[config.mk]
export PLATFORM = sky130hd
export DESIGN_NAME = ad7476a_adc_emu
export DESIGN_NICKNAME = d
export VERILOG_FILES = /design/src/rtl/ad7476a_adc_emu.sv
export SDC_FILE = /design/constraint.sdc
export NUM_CORES = 1
export LEC_CHECK = 0
export ABC_AREA = 1
export CORE_ASPECT_RATIO = 1.5
export CORE_UTILIZATION = 49
export DETAILED_ROUTE_END_ITERATION = 6
export MAX_ROUTING_LAYER = met4
export PLACE_DENSITY = 0.85
export SLEW_MARGIN = 5
export SYNTH_ARGS = -nofsm -noshare
export SYNTH_HDL_FRONTEND = slang
export SYNTH_SLANG_ARGS = --single-unit
[constraint.sdc]
create_clock -name clk -period 1.51 [get_ports clk]
set_input_delay 0.2265 -clock clk [delete_from_list [all_inputs] [get_ports clk]]
set_output_delay 0.2265 -clock clk [all_outputs]
set_load 0.005 [all_outputs]
[src/rtl/ad7476a_adc_emu.sv]
// Responder-side emulation of the AD7476A serial ADC: streams {LEAD_ZEROS zeros, sample} on miso.
// Define AD7476A_EMU_RAMP_EN to replace the external holding register with an internal ramp.
module ad7476a_adc_emu #(
   parameter int DATA_W      = 12,
   parameter int LEAD_ZEROS  = 4,
   parameter int SYNC_STAGES = 2
) (
   input  logic              clk,
   input  logic              rst_n,
   input  logic              ss,
   input  logic              sck,
   output logic              miso,
   output logic              miso_oe,
   input  logic [DATA_W-1:0] sample_data,
   input  logic              sample_valid,
   output logic              sample_ack,
   output logic              conv_done,
   output logic              conv_abort,
   output logic [15:0]       frame_cnt
);

   localparam int FRAME_W = LEAD_ZEROS + DATA_W;
   localparam int CNT_W   = $clog2(FRAME_W + 1);

   typedef enum logic [1:0] {IDLE, SHIFT, DONE} state_t;

   state_t               state, state_nxt;
   logic [SYNC_STAGES-1:0] ss_sync, sck_sync;
   logic                 ss_prev, sck_prev;
   logic                 ss_fall, ss_rise, sck_fall;
   logic [DATA_W-1:0]    hold;
   logic [FRAME_W-1:0]   shift, shift_nxt;
   logic [CNT_W-1:0]     bit_cnt, bit_cnt_nxt;
   logic                 miso_nxt, miso_oe_nxt;
   logic                 sample_ack_nxt, conv_done_nxt, conv_abort_nxt;
   logic [15:0]          frame_cnt_nxt;
   logic                 frame_start;

   // Synchronizers idle high so reset release never looks like a select or clock edge.
   // NOTE: every register, including the holding and shift registers, gets a reset value so
   // a mid-frame reset leaves no stale data behind.
   always_ff @(posedge clk or negedge rst_n) begin
      if (!rst_n) begin
         ss_sync  <= '1;
         sck_sync <= '1;
         ss_prev  <= 1'b1;
         sck_prev <= 1'b1;
         ss_fall  <= 1'b0;
         ss_rise  <= 1'b0;
         sck_fall <= 1'b0;
      end else begin
         // NOTE: non-blocking assignments let every flop sample the pre-edge value,
         // which is what makes this a shift chain rather than a wire.
         ss_sync  <= {ss_sync[SYNC_STAGES-2:0], ss};
         sck_sync <= {sck_sync[SYNC_STAGES-2:0], sck};
         ss_prev  <= ss_sync[SYNC_STAGES-1];
         sck_prev <= sck_sync[SYNC_STAGES-1];
         ss_fall  <= ss_prev & ~ss_sync[SYNC_STAGES-1];
         ss_rise  <= ~ss_prev & ss_sync[SYNC_STAGES-1];
         sck_fall <= sck_prev & ~sck_sync[SYNC_STAGES-1];
      end
   end

   always_ff @(posedge clk or negedge rst_n) begin
      if (!rst_n) state <= IDLE;
      else        state <= state_nxt;
   end

   // ss events take priority over sck events, so a late sck fall never counts past an abort.
   always_comb begin
      state_nxt = state;
      case (state)
         IDLE:    if (ss_fall) state_nxt = SHIFT;
         SHIFT: begin
            if (ss_rise)
               state_nxt = IDLE;
            else if (sck_fall && bit_cnt == CNT_W'(FRAME_W - 1))
               state_nxt = DONE;
         end
         DONE:    if (ss_rise) state_nxt = IDLE;
         default: state_nxt = IDLE;
      endcase
   end

   always_comb begin
      // NOTE: defaulting every output of this block first is what keeps it free of latches.
      miso_nxt       = miso;
      miso_oe_nxt    = miso_oe;
      shift_nxt      = shift;
      bit_cnt_nxt    = bit_cnt;
      sample_ack_nxt = 1'b0;
      conv_done_nxt  = 1'b0;
      conv_abort_nxt = 1'b0;
      frame_cnt_nxt  = frame_cnt;
      frame_start    = 1'b0;
      case (state)
         IDLE: begin
            miso_nxt    = 1'b0;
            miso_oe_nxt = 1'b0;
            if (ss_fall) begin
               frame_start    = 1'b1;
               shift_nxt      = {{LEAD_ZEROS{1'b0}}, hold};
               bit_cnt_nxt    = '0;
               miso_nxt       = shift_nxt[FRAME_W-1];
               miso_oe_nxt    = 1'b1;
               sample_ack_nxt = 1'b1;
            end
         end
         SHIFT: begin
            miso_oe_nxt = 1'b1;
            if (ss_rise) begin
               conv_abort_nxt = 1'b1;
               miso_nxt       = 1'b0;
               miso_oe_nxt    = 1'b0;
            end else if (sck_fall) begin
               bit_cnt_nxt = bit_cnt + CNT_W'(1);
               if (bit_cnt == CNT_W'(FRAME_W - 1)) begin
                  miso_nxt      = 1'b0;
                  conv_done_nxt = 1'b1;
                  frame_cnt_nxt = frame_cnt + 16'd1;
               end else begin
                  miso_nxt  = shift[FRAME_W-2];
                  shift_nxt = {shift[FRAME_W-2:0], 1'b0};
               end
            end
         end
         DONE: begin
            miso_nxt    = 1'b0;
            miso_oe_nxt = ~ss_rise;
         end
         default: begin
            miso_nxt    = 1'b0;
            miso_oe_nxt = 1'b0;
         end
      endcase
   end

   always_ff @(posedge clk or negedge rst_n) begin
      if (!rst_n) begin
         miso       <= 1'b0;
         miso_oe    <= 1'b0;
         shift      <= '0;
         bit_cnt    <= '0;
         sample_ack <= 1'b0;
         conv_done  <= 1'b0;
         conv_abort <= 1'b0;
         frame_cnt  <= '0;
      end else begin
         miso       <= miso_nxt;
         miso_oe    <= miso_oe_nxt;
         shift      <= shift_nxt;
         bit_cnt    <= bit_cnt_nxt;
         sample_ack <= sample_ack_nxt;
         conv_done  <= conv_done_nxt;
         conv_abort <= conv_abort_nxt;
         frame_cnt  <= frame_cnt_nxt;
      end
   end

`ifdef AD7476A_EMU_RAMP_EN
   logic unused_inputs;
   assign unused_inputs = ^{sample_data, sample_valid};

   // The ramp advances after its value has been copied into the shift register.
   always_ff @(posedge clk or negedge rst_n) begin
      if (!rst_n)           hold <= '0;
      else if (frame_start) hold <= hold + DATA_W'(1);
   end
`else
   logic unused_start;
   assign unused_start = frame_start;

   // A load coinciding with a frame start lands after the shift register took the old value.
   always_ff @(posedge clk or negedge rst_n) begin
      if (!rst_n)            hold <= '0;
      else if (sample_valid) hold <= sample_data;
   end
`endif

endmodule

==> key figures <==
Setup path
  • Crit path kind: reg -> reg
  • CP max FO: 3
  • R2R Path End: frame_cnt[7]
  • FF-to-FF path depth: 10
  • R2R Path Start: bit_cnt[1]
  • CP Launch Type: flip-flop
  • CP Data Arrival Time: 1910 ps
  • WP data required: 1750 ps
  • Critical Path End Type: flip-flop
  • FF-to-FF setup slack: -160 ps

Finish
  • Area grow syn2layout: 35.2%
  • Multi-input gate area: 1190 sq um
  • N_diodes: 0
  • Core Util, Final: 68.4%
  • Reg area: 1610 sq um
  • Layout fillers: 455
  • Post-route cell area: 3960 sq um
  • Layout cell share with drive strength beyond 1: 22.3%
  • Commonest non-fill, non-tap cell in the layout: nand2_1
  • Most frequent cells in the layout: nand2_1 (98), dfrtp_1 (57), inv_1 (38), buf_4 (34), clkdlybuf4s50_1 (33)
  • Final #Nets: 437

Detailed routing
  • Drt initial violations: 159
  • Final wirelength: 6110 um
  • ANT nets after route: 0
  • Vias after detailed routing: 2496
  • Vias per cell: 5.10
  • DRC: 0
  • Wire per inst: 12.5 um
  • Pre-Repair DR Iteration Count: 4

Status
  • Failing checks: negative setup slack
  • Status: finished with violations

Power
  • Peak supply drop: 867 uV
  • Pwr Density: 1360 nW/um^2
  • Power, Total: 5400 uW
  • Lkg Pwr: 0.00194 uW

Die
  • Row Count: 34
  • Area of the die: 6290 sq um
  • Ports: 38
  • Initial Utilization: 50.6%
  • Die Height: 96.6 um
  • Die Wd: 65.1 um
  • CORE AREA: 5790 sq um

Global routing
  • GRT Resource Usage Total: 22.4%
  • Initial antenna violation count: 0
  • Vias in the first global route: 2449
  • GRT overflow: 0
  • Largest net degree at the start of global routing: 65
  • First-pass GRT wire length: 10400 um

Flow run
  • Max Cap Viol: 0

Place
  • Worst slack, placed: -196 ps
  • PortBufs: 37
  • RD Place Congestion: 0.910
  • Area after DPL: 3480 sq um
  • Dpl hpwl: 3990 um

Min path
  • Hold depth: 1
  • Min-Delay Startpoint: ss
  • Worst Hold Endpoint: ss_sync[0]
  • Hold WC Path Type: in -> reg

STA
  • Slew headroom: 77.3%
  • RSZ-0062 raised after global routing: true
  • Min Tclk post-route: 1670 ps
  • Fin crit share: 111%
  • # setup viols final: 32
  • Final Max Slew Viols: 0
  • Final WS setup: -159 ps
  • Worst-Margin Slew: 340 ps
  • Clk_skew: 7.59 ps
  • Final hold vios: 0
  • Maximum clock rate: 0.599 GHz

Yosys
  • Cells after Synth: 334
  • Flops & latches, synth: 64
  • Mapped Avg Cell Area: 8.76 sq um
  • Ys Warns: 0
  • Post-synth net total: 359
  • Syn Std Cell Area: 2930 sq um
  • Yosys cell types: 29
  • Seq/Total Area, Yosys: 55.0%

CTS
  • Clk pin slew, worst setup/hold paths: 70 ps
  • Htree depth: 3
  • Clock root buffer: clkbuf_8
  • CTS Buf Count: 9
  • Clk Latency, worst-skew pair: 340 ps
  • Maximum clock insertion buffer count: 2
  • Clock Sinks: 64
  • CTS tree: done
-- flip-flops by register name, indices dropped and copies added (netlist names) --
register and flops:
sample_ack 1, sck_fall 1, bit_cnt 5, ss_rise 1, miso 1, sck_prev 1, ss_fall 1, shift 15
hold 12, conv_abort 1, miso_oe 1, ss_sync 2, frame_cnt 16, conv_done 1, sck_sync 2, ss_prev 1
state 2
-- through the flow --
step                hold slack, ps  setup TNS [ps]  std cells
floorplan                    -69.1            -350        334
global placement               262            -469        451
detailed placement             265           -1780        451
CTS                            277           -2550        482
global route                   277           -5970        489
finish                         285           -3040        489
-- logic make-up after synthesis --
group | after synthesis | share of synthesized area [%]
AO/OA/AOI/OAI | 49 | 8.60
adder cells (fa/ha/maj) | 8 | 3.42
flip-flops | 64 | 55.0
buffers and inverters | 51 | 7.61
AND/OR/NAND/NOR | 153 | 22.6
XOR/XNOR | 8 | 2.39
multiplexers | 1 | 0.385
-- timing repair --
item | in CTS | in global routing
gates resized for setup | 16 | 14
pin swaps | 9 | 12
setup endpoints to repair | 45 | 45
endpoints found under the hold margin | 58 | 0
hold buffers | 1 | 0
setup buffers | 13 | 7
cloned | 1 | 0
-- cell usage after synthesis --
master	number	area, sq um
nor3_1	1	5.00
o21ai_2	1	8.76
inv_1	40	150
nand3_2	1	10.0
dfstp_2	6	158
o21ai_1	11	55.1
mux2_2	1	11.3
ha_1	8	100
or2_1	1	6.26
o21ai_0	34	170
nand2_1	103	387
inv_2	2	7.51
clkbuf_1	4	15.0
nor2_4	1	11.3
nand3_4	1	17.5
nor2_2	2	12.5
nand3_1	10	50.1
a21oi_1	2	10.0
o211ai_1	1	7.51
clkbuf_2	1	5.00
nand3b_1	1	7.51
xnor2_1	4	35.0
xor2_1	4	35.0
nor2_1	23	86.3
buf_6	4	45.0
nand4_1	7	43.8
dfrtp_1	58	1450
nand4_2	1	12.5
nand2_4	1	11.3
-- worst max-delay path by stage --
stage                     slack [ps]             to        from  cells past startpoint
after global routing            -250   frame_cnt[7]  bit_cnt[0]                     10
final                           -160   frame_cnt[7]  bit_cnt[1]                     10
after detailed placement        -200  frame_cnt[14]  bit_cnt[1]                     10
after global placement           -90  frame_cnt[14]  bit_cnt[1]                     10
after floorplan                  -70   frame_cnt[7]  bit_cnt[0]                     10
after CTS                       -160   frame_cnt[7]  bit_cnt[1]                     10
-- cell type report --
| cell class | instances | area share [%] |
|---|---|---|
| Clock inverter | 6 | 1.52 |
| Clock buffer | 10 | 3.23 |
| Inverter | 42 | 3.98 |
| Multi-Input combinational cell | 219 | 30.1 |
| Timing Repair Buffer | 76 | 18.2 |
| Sequential cell | 64 | 40.7 |
| Tap cell | 72 | 2.28 |
-- metal layers --
metal  routed length [um]  global-route usage [%]  share of wire, %  vias to the layer above
met1                 2280                    22.5                37                     1184
li1                     -                       -                 -                     1210
met5                    0                       -                 0                        -
met3                  245                    6.96               4.0                       21
met2                 3380                    37.7                55                       81
met4                  207                    11.7               3.4                        0
-- power breakdown --
| part | switching (uW) | internal, uW |
|---|---|---|
| Combinational | 939 | 874 |
| Sequential | 158 | 2020 |
| Clock | 657 | 753 |
-- worst max-delay path, cell delays in order (launching register included) --
cell,delay [ps]
dfrtp_1,370
ha_2,200
nand2_2,60
nor2_2,80
ha_2,220
nand2_4,70
nor2_4,140
buf_6,130
nand3_4,70
xor2_1,160
inv_1,50
Power figures use the tool's default switching activity.
